--- src/rtl/reg_file.sv ---
// ============================================================================
// reg_file : two-read/one-write register file with NZP condition codes and
//            per-register busy (pending-writer) flags.
//            Optional macro REG_FILE_BYPASS_EN: same-cycle write-to-read forward.
// Revision : 1.0
// ============================================================================
`default_nettype none

module reg_file #(
  parameter  int WIDTH = 16,
  parameter  int DEPTH = 8,
  localparam int AW    = $clog2(DEPTH)
) (
  input  logic             clk,
  input  logic             rst_n,
  input  logic             wr_en,
  input  logic [AW-1:0]    wr_addr,
  input  logic [WIDTH-1:0] wr_data,
  input  logic             cc_update,
  input  logic [AW-1:0]    rd0_addr,
  input  logic [AW-1:0]    rd1_addr,
  output logic [WIDTH-1:0] rd0_data,
  output logic [WIDTH-1:0] rd1_data,
  output logic [2:0]       cc_nzp,
  input  logic             lock_en,
  input  logic [AW-1:0]    lock_addr,
  output logic [DEPTH-1:0] busy
);

  localparam logic [AW:0] C_DEPTH = (AW+1)'(DEPTH);

  logic [WIDTH-1:0] r_regs [DEPTH];
  logic [2:0]       r_cc;
  logic [DEPTH-1:0] r_busy;
  logic [DEPTH-1:0] w_busy_next;
  logic             w_wr_ok;
  logic             w_lock_ok;
  logic [AW-1:0]    w_rd_addr [2];
  logic [WIDTH-1:0] w_rd_data [2];

  // Out-of-range indices only exist when DEPTH is not a power of two.
  assign w_wr_ok   = wr_en   && ({1'b0, wr_addr}   < C_DEPTH);
  assign w_lock_ok = lock_en && ({1'b0, lock_addr} < C_DEPTH);

  function automatic logic [2:0] classify(input logic [WIDTH-1:0] d);
    if (d[WIDTH-1])   return 3'b100;
    else if (d == '0) return 3'b010;
    else              return 3'b001;
  endfunction

  // Lock is applied after the write clear so a same-index collision stays busy.
  always_comb begin
    w_busy_next = r_busy;
    for (int i = 0; i < DEPTH; i++) begin
      if (w_wr_ok && (wr_addr == AW'(i)))     w_busy_next[i] = 1'b0;
      if (w_lock_ok && (lock_addr == AW'(i))) w_busy_next[i] = 1'b1;
    end
  end

  always_ff @(posedge clk or negedge rst_n) begin
    if (!rst_n) begin
      for (int i = 0; i < DEPTH; i++) r_regs[i] <= '0;
      r_cc   <= 3'b010;
      r_busy <= '0;
    end else begin
      for (int i = 0; i < DEPTH; i++) begin
        if (w_wr_ok && (wr_addr == AW'(i))) r_regs[i] <= wr_data;
      end
      if (w_wr_ok && cc_update) r_cc <= classify(wr_data);
      r_busy <= w_busy_next;
    end
  end

  assign w_rd_addr[0] = rd0_addr;
  assign w_rd_addr[1] = rd1_addr;

  generate
    for (genvar p = 0; p < 2; p++) begin : g_rd_port
      always_comb begin
        w_rd_data[p] = '0;
        for (int i = 0; i < DEPTH; i++) begin
          if (w_rd_addr[p] == AW'(i)) w_rd_data[p] = r_regs[i];
        end
`ifdef REG_FILE_BYPASS_EN
        if (w_wr_ok && (w_rd_addr[p] == wr_addr)) w_rd_data[p] = wr_data;
`endif
        // Forwarded data must not leak out while reset is held.
        if (!rst_n) w_rd_data[p] = '0;
      end
    end
  endgenerate

  assign rd0_data = w_rd_data[0];
  assign rd1_data = w_rd_data[1];
  assign cc_nzp   = r_cc;
  assign busy     = r_busy;

endmodule

`default_nettype wire

--- config.mk ---
export PLATFORM = sky130hd
export DESIGN_NAME = reg_file
export DESIGN_NICKNAME = d
export VERILOG_FILES = /design/src/rtl/reg_file.sv
export SDC_FILE = /design/constraint.sdc
export NUM_CORES = 1
export LEC_CHECK = 0
export CAP_MARGIN = 10
export CORE_ASPECT_RATIO = 0.8
export CORE_MARGIN = 4
export CORE_UTILIZATION = 49
export CTS_BUF_LIST = sky130_fd_sc_hd__clkbuf_8
export DETAILED_ROUTE_END_ITERATION = 7
export MAX_ROUTING_LAYER = met4
export PLACE_DENSITY = 0.67
export SLEW_MARGIN = 20
export SYNTH_ARGS = -nofsm -noshare
export SYNTH_HDL_FRONTEND = slang
export SYNTH_SLANG_ARGS = --single-unit
--- constraint.sdc ---
create_clock -name clk -period 2 [get_ports clk]
set_input_delay 0.3 -clock clk [delete_from_list [all_inputs] [get_ports clk]]
set_output_delay 0.3 -clock clk [all_outputs]
set_load 0.03 [all_outputs]
==> flow_summary.json <==
{
  "final.setup.worst_slack_ns": -0.185,
  "synth_top_area_share_pct": 44.6,
  "yosys_warnings": 0,
  "worstPathMaxFanout": 4,
  "overflow": 0,
  "power_density_nw_per_um2": 886,
  "vdd_drop_max_mv": 0.469,
  "violations": "negative setup slack",
  "die-area_um2": 17900,
  "avgSynthCellArea_um2": 11.3,
  "fin_crit_ns": 2.19,
  "place_hpwl_um": 15800,
  "required_ns": 1.70,
  "clk_pin_slew_ns": 0.07,
  "critPathCaptureType": "output pin",
  "ys_ff_latch": 139,
  "synthArstFlopShare_pct": 100,
  "post-place-cells": 1002,
  "coreArea_um2": 15300,
  "yosys-top-cells-count": "dfrtp_1, mux2_2, o21ai_0",
  "hold_violations": 0,
  "cts_buffer_depth": 2,
  "hold_class": "primary input to asynchronous set/reset pin",
  "cts-htree-levels": 4,
  "rows": 40,
  "wire_per_inst_um": 23.2,
  "grt_usage_pct": 28.3,
  "die_h_um": 120,
  "min_period_over_period_pct": 109,
  "ios": 76,
  "finalSetupViolCount": 9,
  "gp_routability_congestion": 0.906,
  "post-route-util_pct": 66.8,
  "maxCapViolations": 0,
  "vias": 6473,
  "cts_root_buf": "clkbuf_8",
  "routed_wl_um": 24500,
  "path_class": "flip-flop to output pin",
  "area_growth_pct": 31.7,
  "ys_types": 50,
  "p_leak_nw": 4.40,
  "rsz0062_at_grt": "yes",
  "synthTopCellsByArea": "dfrtp_1, mux2_2, o21ai_0",
  "cts_sinks": 139,
  "io_buffers": 75,
  "netlist_area_um2": 7740,
  "drtIter0Drc": 573,
  "clkLatencyLatePin_ns": 0.44,
  "die_width_um": 148,
  "worstPathArrival_ns": 1.89,
  "final_nets": 868,
  "grt_pass1_vias": 6621,
  "diodes": 0,
  "finClkSkew_ns": 0,
  "drv_slew": 0,
  "fill_cells": 1177,
  "synth-edff-count": 0,
  "synth_most_common_cell": "dfrtp_1",
  "fin_tns_setup_ns": -0.496,
  "postRouteAntennaNets": 0,
  "tritoncts": "built",
  "fmax_ghz": 0.458,
  "drive_above_1_share_pct": 45.4,
  "antenna_found_initial": 0,
  "stdcell_count": 1056,
  "firstDrtPassIters": 5,
  "multi_input_area_um2": 4150,
  "register_area_um2": 3480,
  "relSlewSlack_pct": 38.6,
  "power.total_mw": 9.03,
  "grt_first_pass_wirelength_um": 37800,
  "synth_nets": 715,
  "vias_per_cell": 6.13,
  "start_util_pct": 50.7,
  "hold_ws_ns": 0.0396,
  "ys_seq_area_share_pct": 45.0,
  "yosys.area.top_type": "dfrtp_1",
  "cp-start-kind": "flip-flop",
  "grt_max_degree": 47,
  "drc": 0,
  "cts_buffers": 17,
  "ys.flop_type": "dfrtp_1",
  "synth_cells": 682,
  "tightest_slew_ns": 0.918,
  "status": "complete, but fails checks"
}
-- layout by cell type (no fill, tap or decap), types with 6 or more instances in the layout --
cell / instances
clkdlybuf4s50_1: 36
mux2_4: 10
a221oi_2: 9
o32ai_1: 6
inv_1: 14
o21ai_1: 9
a211oi_2: 10
dfrtp_1: 138
mux2i_1: 22
nor2_2: 8
dlygate4sd3_1: 6
buf_4: 120
a21oi_1: 8
nor2b_1: 11
nand2b_1: 22
buf_12: 19
a21o_1: 10
a22o_1: 11
mux2_2: 120
o21ai_0: 52
mux4_2: 13
clkbuf_8: 19
nor2_1: 11
a22oi_2: 6
nand2_1: 42
buf_6: 8
o22ai_1: 31
-- routing by layer --
metal | vias to the layer above | GRT usage [%] | share of wire (%)
li1 | 2852 | - | -
met1 | 3257 | 40.2 | 45
met2 | 303 | 41.7 | 45
met3 | 61 | 5.10 | 7.0
met4 | 0 | 9.00 | 2.6
met5 | - | - | 0
-- power breakdown --
group	internal, mW	leakage, nW	switching [mW]
Combinational	1.44	2.54	1.24
Sequential	3.42	1.66	0.516
Clock	1.28	0.200	1.13
-- cell type report --
type / instances / share of cell area (%)
multi-input cells: 469 / 40.7
well taps: 210 / 2.58
clock buffers: 19 / 2.57
flip-flops and latches: 139 / 34.1
inverters: 14 / 0.516
repair buffers: 194 / 18.0
clock inverters: 11 / 1.42
-- worst paths after layout --
check	from	to	slack, ns	depth (start not counted)
setup / recovery	r_regs[86]	rd1_data[6]	-0.19	4
hold / removal	rst_n	cc_nzp[1]	0.04	2
setup reg to reg	r_regs[16]	r_regs[16]	0.98	3
hold reg to reg	cc_nzp[1]	cc_nzp[1]	0.48	2
max in group asynchronous	rst_n	r_regs[46]	0.66	3
min in group clk	cc_nzp[1]	cc_nzp[1]	0.48	2
-- through the flow --
stage	setup slack [ns]	cell area, um2
final	-0.185	10200
after floorplan	0.0593	7850
after global routing	-0.222	10200
after CTS	-0.141	9990
after detailed placement	-0.288	9420
after global placement	-0.226	9420
-- registers in the layout, summed over array words and instances, names as in the netlist --
signal and count:
busy 8, cc_nzp 3, r_regs 128
-- cells by family after synthesis --
kind of cell,share of synthesized area [%]
AO/OA/AOI/OAI,15.0
buffers and inverters,4.75
flip-flops,45.0
AND/OR/NAND/NOR,9.01
multiplexers,26.3
-- critical path, cell delays in order, from the launching register on --
cell      delay, ns
dfrtp_1        0.41
mux2_2         0.27
a222oi_1       0.49
nor2_1         0.08
buf_4          0.18
-- what timing repair did --
item | 4_1_cts | 5_1_grt
hold endpoints to repair | 108 | 0
gates resized for setup | 43 | 39
hold buffers | 7 | 0
setup buffers | 8 | 10
pin swaps | 9 | 22
setup endpoints to repair | 18 | 32
Power figures use the tool's default switching activity.
